===== config.mk =====
export PLATFORM = sky130hd
export DESIGN_NAME = ahb_timer
export DESIGN_NICKNAME = d
export VERILOG_FILES = /design/src/rtl/ahb_timer.sv
export SDC_FILE = /design/constraint.sdc
export NUM_CORES = 1
export LEC_CHECK = 0
export ABC_AREA = 1
export CORE_UTILIZATION = 30
export CTS_BUF_LIST = sky130_fd_sc_hd__clkbuf_16
export DETAILED_ROUTE_END_ITERATION = 12
export GPL_ROUTABILITY_DRIVEN = 0
export PLACE_DENSITY = 0.49
export SLEW_MARGIN = 25
export SYNTH_ARGS = -nofsm -noshare
export SYNTH_HDL_FRONTEND = slang
export SYNTH_SLANG_ARGS = --single-unit

===== constraint.sdc =====
create_clock -name clk -period 2.5 [get_ports clk]
set_clock_uncertainty 0.15 [all_clocks]
set_input_delay 0.625 -clock clk [delete_from_list [all_inputs] [get_ports clk]]
set_output_delay 0.625 -clock clk [all_outputs]
set_load 0.02 [all_outputs]

===== src/rtl/ahb_timer.sv =====
// AHB-Lite slave timer: prescaled 32-bit counter with compare match,
// optional auto-reload and a level interrupt.
module ahb_timer #(
   parameter int unsigned PRESCALE_W = 16
) (
   input  logic        clk,
   input  logic        nrst,
   input  logic        hsel,
   input  logic [31:0] haddr,
   input  logic [1:0]  htrans,
   input  logic        hwrite,
   input  logic [2:0]  hsize,
   input  logic [2:0]  hburst,
   input  logic [31:0] hwdata,
   output logic [31:0] hrdata,
   output logic        hready,
   output logic        hresp,
   output logic        irq
);

   typedef enum logic [1:0] {
      ST_IDLE,
      ST_DATA,
      ST_ERR1,
      ST_ERR2
   } state_t;

   state_t                  state, state_nxt;
   logic [2:0]              addr_q;
   logic                    write_q;
   logic                    accept, legal;
   logic                    wr, wr_ctrl, wr_prescale, wr_count, wr_compare, wr_status;

   logic [2:0]              ctrl;
   logic [PRESCALE_W-1:0]   prescale, presc;
   logic [31:0]             count, compare;
   logic                    match;
   logic                    tick, hit;

   logic                    unused_bits;
   assign unused_bits = ^{hburst, htrans[0], haddr[31:5], haddr[1:0]};

   assign accept = hsel & htrans[1] & hready;
   assign legal  = (haddr[4:2] <= 3'd4) && (hsize == 3'b010);

   // The legality flag lives in the state: DATA for legal beats, ERR1 otherwise.
   assign hready = (state != ST_ERR1);
   assign hresp  = (state == ST_ERR1) || (state == ST_ERR2);

   always_ff @(posedge clk or negedge nrst) begin
      if (!nrst) begin
         state   <= ST_IDLE;
         addr_q  <= '0;
         write_q <= 1'b0;
      end else begin
         state <= state_nxt;
         if (accept) begin
            addr_q  <= haddr[4:2];
            write_q <= hwrite;
         end
      end
   end

   always_comb begin
      state_nxt = state;
      case (state)
         ST_ERR1: state_nxt = ST_ERR2;
         default: begin
            if (accept) state_nxt = legal ? ST_DATA : ST_ERR1;
            else        state_nxt = ST_IDLE;
         end
      endcase
   end

   assign wr          = (state == ST_DATA) && write_q;
   assign wr_ctrl     = wr && (addr_q == 3'd0);
   assign wr_prescale = wr && (addr_q == 3'd1);
   assign wr_count    = wr && (addr_q == 3'd2);
   assign wr_compare  = wr && (addr_q == 3'd3);
   assign wr_status   = wr && (addr_q == 3'd4);

   assign tick = ctrl[0] && (presc == prescale);
   assign hit  = tick && (count == compare);

   always_ff @(posedge clk or negedge nrst) begin
      if (!nrst) begin
         ctrl     <= '0;
         prescale <= '0;
         presc    <= '0;
         count    <= '0;
         compare  <= '1;
         match    <= 1'b0;
      end else begin
         if (wr_ctrl)     ctrl     <= hwdata[2:0];
         if (wr_prescale) prescale <= hwdata[PRESCALE_W-1:0];
         if (wr_compare)  compare  <= hwdata;

         if (wr_prescale || (wr_ctrl && !ctrl[0] && hwdata[0])) presc <= '0;
         else if (tick)                                          presc <= '0;
         else if (ctrl[0])                                       presc <= presc + PRESCALE_W'(1);

         // A bus write to COUNT takes priority over the tick increment.
         if (wr_count)  count <= hwdata;
         else if (tick) count <= (hit && ctrl[2]) ? '0 : count + 32'd1;

         if (hit)                         match <= 1'b1;
         else if (wr_status && hwdata[0]) match <= 1'b0;
      end
   end

   always_comb begin
      hrdata = '0;
      if ((state == ST_DATA) && !write_q) begin
         case (addr_q)
            3'd0:    hrdata = {29'd0, ctrl};
            3'd1:    hrdata = 32'(prescale);
            3'd2:    hrdata = count;
            3'd3:    hrdata = compare;
            3'd4:    hrdata = {31'd0, match};
            default: hrdata = '0;
         endcase
      end
   end

   assign irq = match & ctrl[1];

endmodule


==> results.json, run 1 <==
{
  "run_status": "finished clean",
  "cts.root.buffer_cell": "clkbuf_16",
  "final_worst_path_cycle_share": 0.999,
  "final_common_cell": "nand2_1",
  "layout.cells.most_common_list": "nand2_1 (363), inv_1 (151), nor2_1 (128)",
  "critPathCaptureType": "primary output",
  "ctsHoldBuffers": 0,
  "grt_use_met3": 0.0235,
  "power_density_mw_per_mm2": 1090,
  "post_synth_inst_count": 1155,
  "cts_made_buffers": 9,
  "antenna_found_initial": 0,
  "tritoncts": "done",
  "cts_clock_pin_slew_for_the_worst_setup_and_hold_paths_ns": 0.07,
  "grt_setup_unrepaired": "true",
  "postRouteWirelength_mm": 24.1,
  "grtUsageMet2": 0.294,
  "grt_pass1_vias": 7141,
  "port_buffers": 77,
  "final_max_slew_viol_count": 0,
  "core_area_sq_mm": 0.0252,
  "clock_path_buffers": 2,
  "dpl.hpwl_mm": 18.5,
  "synth_area_sq_mm": 0.00768,
  "stdcell_area_sq_mm": 0.00950,
  "fillerInstances": 2760,
  "instance_count_after_placement_with_tap_cells_included": 1578,
  "drt_iter0_markers": 532,
  "finalSetupTns_ns": 0,
  "yosys_warnings": 0,
  "floorplan.initialDensity": 0.305,
  "post-synth-top-area-cell": "dfrtp_1",
  "timing.slew.headroom": 0.552,
  "setup_violations": 0,
  "final.min_clock_period_ns": 2.50,
  "synth.avg_cell_area_sq_um": 6.65,
  "gr-max-usage-layer": "met2",
  "synth_fp_nets": 1233,
  "placementRows": 58,
  "detailed_place.area_sq_mm": 0.00917,
  "setup.worst_path.start_class": "register",
  "synthDominantCellAreaShare": 0.241,
  "die_width_um": 162,
  "worstPathMaxFanout": 16,
  "synth_top_cells_by_area": "dfrtp_1 (24%), nand2_1 (18%), dfstp_2 (11%), inv_1 (7.3%), nor2_1 (6.4%)",
  "cp_data_required_time_ns": 1.73,
  "postRouteAntennaNets": 0,
  "drt_drc_violations_left": 0,
  "grt_usage": 0.190,
  "final_core_occ": 0.377,
  "io-pin-count": 111,
  "finish.cell_count_without_fillers": 1598,
  "worst_slew_pin_slew_ns": 0.671,
  "drive_gt1_frac": 0.211,
  "netlist-cell-type-count": 42,
  "level_count_of_the_clock_h_tree": 3,
  "final_nets": 1341,
  "seq_area_frac_synth": 0.350,
  "first_pass_grt_wire_length_mm": 38.9,
  "max-cap-violations": 0,
  "holdCritPathClass": "input pin to asynchronous set/reset pin",
  "antenna-diode-count": 0,
  "maximum_number_of_pins_on_one_net_before_global_route_repair": 34,
  "postSynthRegisterBits": 106,
  "total_power_consumption_of_the_routed_design_mw": 10.4,
  "final-hold-violation-count": 0,
  "power.static_leakage_nw": 4.77,
  "detail_route.vias_per_cell": 4.63,
  "worst_ep_arrival_time_ns": 1.72,
  "global_route.usage.met1": 0.283,
  "height_of_the_chip_um": 162,
  "via_count": 7393,
  "cts.sink_count": 106,
  "clkLatencyLatePin_ns": 0.36,
  "max-vdd-ir-drop_v": 0.000369,
  "number_of_iterations_in_the_first_detailed_routing_pass": 5,
  "gr-total-overflow": 0,
  "flow.area_growth_from_synthesis_pct": 23.6,
  "fmaxAchievable_mhz": 401,
  "post_drt_wl_per_cell_um": 15.1,
  "criticalPathCategory": "register to primary output",
  "floorplan.die_area_sq_mm": 0.0263
}
layer usage:
metal / routed length [um] / vias up
li1: - / 3798
met1: 12200 / 3429
met2: 10700 / 152
met3: 1010 / 14
met4: 176 / 0
met5: 0 / -
critical path, stage by stage (launching register included):
cell,delay [ns]
dfrtp_1,0.43
inv_1,0.08
nand3_2,0.12
buf_12,0.19
o221ai_2,0.16
nand2_1,0.07
inv_1,0.05
clkdlybuf4s15_2,0.25
sequential cells by signal, indices dropped and copies added (netlist names):
register	flops
addr_q	3
compare	32
count	32
ctrl	3
match	1
presc	16
prescale	16
state	2
write_q	1
report_power, final:
| part | total, mW | switching [mW] | leakage, nW | internal, mW |
|---|---|---|---|---|
| logic | 5.53 | 3.37 | 3.45 | 2.15 |
| clock network | 1.35 | 0.690 | 0.134 | 0.659 |
| registers | 3.51 | 0.847 | 1.19 | 2.67 |
| total | 10.4 | 4.91 | 4.77 | 5.48 |
cells in the mapped netlist (all sizes together):
| master | count |
|---|---|
| a21oi | 31 |
| a221oi | 3 |
| a22o | 1 |
| a22oi | 16 |
| a31oi | 1 |
| buf | 17 |
| clkbuf | 21 |
| clkinv | 13 |
| dfrtp | 74 |
| dfstp | 32 |
| ha | 2 |
| inv | 184 |
| mux2 | 3 |
| nand2 | 379 |
| nand3 | 102 |
| nand3b | 1 |
| nand4 | 12 |
| nor2 | 143 |
| nor3 | 22 |
| nor3b | 2 |
| nor4 | 1 |
| o21ai | 39 |
| o221ai | 8 |
| o22ai | 11 |
| or2 | 2 |
| xnor2 | 1 |
| xor2 | 34 |
cell families after synthesis:
| logic type | count (synthesis) | synth area share |
|---|---|---|
| compound gates | 110 | 0.0852 |
| flops | 106 | 0.350 |
| buf+inv | 235 | 0.124 |
| simple gates | 664 | 0.392 |
| mux | 3 | 0.00440 |
| fa+ha+maj | 2 | 0.00326 |
| xor+xnor | 35 | 0.0409 |
final timing paths:
| check | from | to | slack [ns] | cells past startpoint |
|---|---|---|---|---|
| worst max-delay path | addr_q[0] | hrdata[8] | 0.003 | 7 |
| worst min-delay path | nrst | count[25] | 0.09 | 1 |
| worst max register to register | addr_q[1] | presc[8] | 0.22 | 12 |
| worst min register to register | compare[23] | compare[23] | 0.34 | 2 |
| max in group asynchronous | nrst | compare[0] | 1.48 | 2 |
| min in group clk | compare[23] | compare[23] | 0.34 | 2 |
layout make-up:
class,instances,area (sq um),share of cell area
timing repair buffer,135,1240,0.130
sequential,106,2690,0.283
clock inverter,7,31.3,0.00329
inverter,197,746,0.0785
multi-input combinational,814,4160,0.438
tap,330,413,0.0435
clock buffer,9,225,0.0237
stage by stage:
stage	hold WS [ns]	setup WS (ns)
after CTS	0.107	-0.0738
after detailed placement	0.334	-0.132
final	0.0929	0.00323
after floorplan	0.179	0.208
after global placement	0.331	-0.134
after global routing	0.121	-0.0829
repair_timing:
action | 4_1_cts | 5_1_grt
setup buffers | 3 | 1
pin swaps | 5 | 5
endpoints found under the setup margin | 33 | 28
endpoints found under the hold margin | 0 | 0
resized for setup | 147 | 32
Note: power is estimated with default switching activity, not from simulation.
==> run 2, diff against run 1 <==
- CORE_UTILIZATION: 30 -> 45
- PLACE_DENSITY: 0.49 -> 0.68
- clock period: 2.5 -> 3.1 ns (I/O delays scaled with it)
==> results.json, run 2 (same netlist as run 1, synthesis figures left out) <==
{
  "core_area_sq_mm": 0.0166,
  "clkLatencyLatePin_ns": 0.36,
  "flow.area_growth_from_synthesis_pct": 16.9,
  "postCtsSetupRepairBufs": 0,
  "final-hold-violation-count": 0,
  "setup_violations": 0,
  "postRouteAntennaNets": 0,
  "placementRows": 47,
  "finalSetupTns_ns": 0,
  "io-pin-count": 111,
  "setup.worst_path.start_class": "register",
  "max-vdd-ir-drop_v": 0.000365,
  "power_density_mw_per_mm2": 893,
  "gr-total-overflow": 0,
  "floorplan.die_area_sq_mm": 0.0176,
  "reg.largest.list": "compare x32, count x32",
  "r2r_slack_ns": 0.71,
  "die_width_um": 133,
  "cp_data_required_time_ns": 2.17,
  "final_max_slew_viol_count": 0,
  "number_of_iterations_in_the_first_detailed_routing_pass": 5,
  "cts.sink_count": 106,
  "worst_slew_pin_slew_ns": 0.631,
  "drt_iter0_markers": 607,
  "maximum_number_of_pins_on_one_net_before_global_route_repair": 45,
  "cts_made_buffers": 9,
  "final_nets": 1299,
  "first_pass_grt_wire_length_mm": 34.6,
  "worstPathMaxFanout": 12,
  "drive_gt1_frac": 0.142,
  "final.min_clock_period_ns": 2.92,
  "antenna-diode-count": 0,
  "level_count_of_the_clock_h_tree": 3,
  "ctsHoldBuffers": 0,
  "dpl.hpwl_mm": 15.9,
  "tritoncts": "done",
  "height_of_the_chip_um": 133,
  "holdCritPathClass": "input pin to asynchronous set/reset pin",
  "worstReg2RegEnd": "count[17]",
  "grt_usage": 0.248,
  "port_buffers": 77,
  "cts.root.buffer_cell": "clkbuf_16",
  "via_count": 7397,
  "floorplan.initialDensity": 0.462,
  "holdWs_ns": 0.269,
  "critical_path.reg2reg.startpoint": "addr_q[2]",
  "grt_setup_unrepaired": "false",
  "detail_route.vias_per_cell": 5.12,
  "criticalPathCategory": "register to primary output",
  "power.static_leakage_nw": 4.69,
  "timing.slew.headroom": 0.579,
  "final_worst_path_cycle_share": 0.942,
  "postRouteWirelength_mm": 21.1,
  "max-cap-violations": 0,
  "grt_pass1_vias": 6697,
  "antenna_found_initial": 0,
  "worst_ep_arrival_time_ns": 2.00,
  "clock_path_buffers": 2,
  "drt_drc_violations_left": 0,
  "final_common_cell": "nand2_1",
  "timing.reg2reg.worst_path_depth": 9,
  "layout.cells.most_common_list": "nand2_1 (364), inv_1 (148), nor2_1 (132)",
  "run_status": "finished clean",
  "cts_clock_pin_slew_for_the_worst_setup_and_hold_paths_ns": 0.08,
  "post_drt_wl_per_cell_um": 14.6,
  "fmaxAchievable_mhz": 342,
  "critPathCaptureType": "primary output"
}
[run 2: cell count changes in the layout (fill, tap and decap cells not counted), sizes merged, moves of 3 or more]
| cell | before | now |
|---|---|---|
| buf | 88 | 17 |
| dlygate4sd2 | 1 | 27 |
| dlymetal6s2s | 0 | 5 |
| bufinv | 0 | 3 |
| clkdlybuf4s15 | 3 | 0 |
| inv | 187 | 184 |
[run 2: layout make-up]
type,instances,area [sq um]
clock buffers,9,225
multi-input cells,814,4040
well taps,220,275
inverters,197,743
repair buffers,93,896
flip-flops and latches,106,2690
clock inverters,7,108
fillers,1697,7660
[run 2: what timing repair did]
action / CTS / global route
gates resized for setup: 32 / 5
setup endpoints to repair: 25 / 5
cloned: 0 / 0
pin swaps: 0 / 0
[run 2: worst max-delay path: stages (launching register included)]
cell and delay [ns]:
dfrtp_1 0.42, inv_2 0.10, nand3_1 0.14, buf_4 0.23
o221ai_1 0.26, nand2_1 0.10, inv_1 0.06, dlygate4sd2_1 0.32
[run 2: routing by layer]
layer / wire [um] / vias up / global-route usage
li1: - / 3718 / -
met1: 10200 / 3441 / 0.372
met2: 9430 / 221 / 0.378
met3: 1220 / 17 / 0.0253
met4: 262 / 0 / 0.0683
met5: 0 / - / 0
[run 2: how the worst max path moves through the flow]
stage	end	cells past startpoint	slack, ns	from
global placement	hrdata[28]	7	0.09	addr_q[2]
floorplan	hrdata[20]	6	0.66	addr_q[2]
global route	hrdata[8]	7	0.04	addr_q[2]
CTS	hrdata[11]	7	0.003	addr_q[2]
detailed placement	hrdata[28]	7	0.10	addr_q[2]
finish	hrdata[8]	7	0.18	addr_q[2]
[run 2: stage by stage]
stage	cell area [sq um]	setup slack (ns)	total power [mW]	utilization	instances
floorplan	7680	0.658	5.61	-	1155
global placement	8660	0.0939	6.60	0.521	1430
detailed placement	8660	0.105	6.68	0.521	1430
CTS	8970	0.00340	8.01	0.539	1446
global route	8980	0.0438	8.72	0.540	1446
finish	8980	0.179	8.03	0.540	1446
[run 2: report_power, final]
part / switching (mW) / internal [mW]
clock: 0.550 / 0.783
sequential: 0.749 / 2.15
combinational: 2.43 / 1.37
total: 3.73 / 4.30
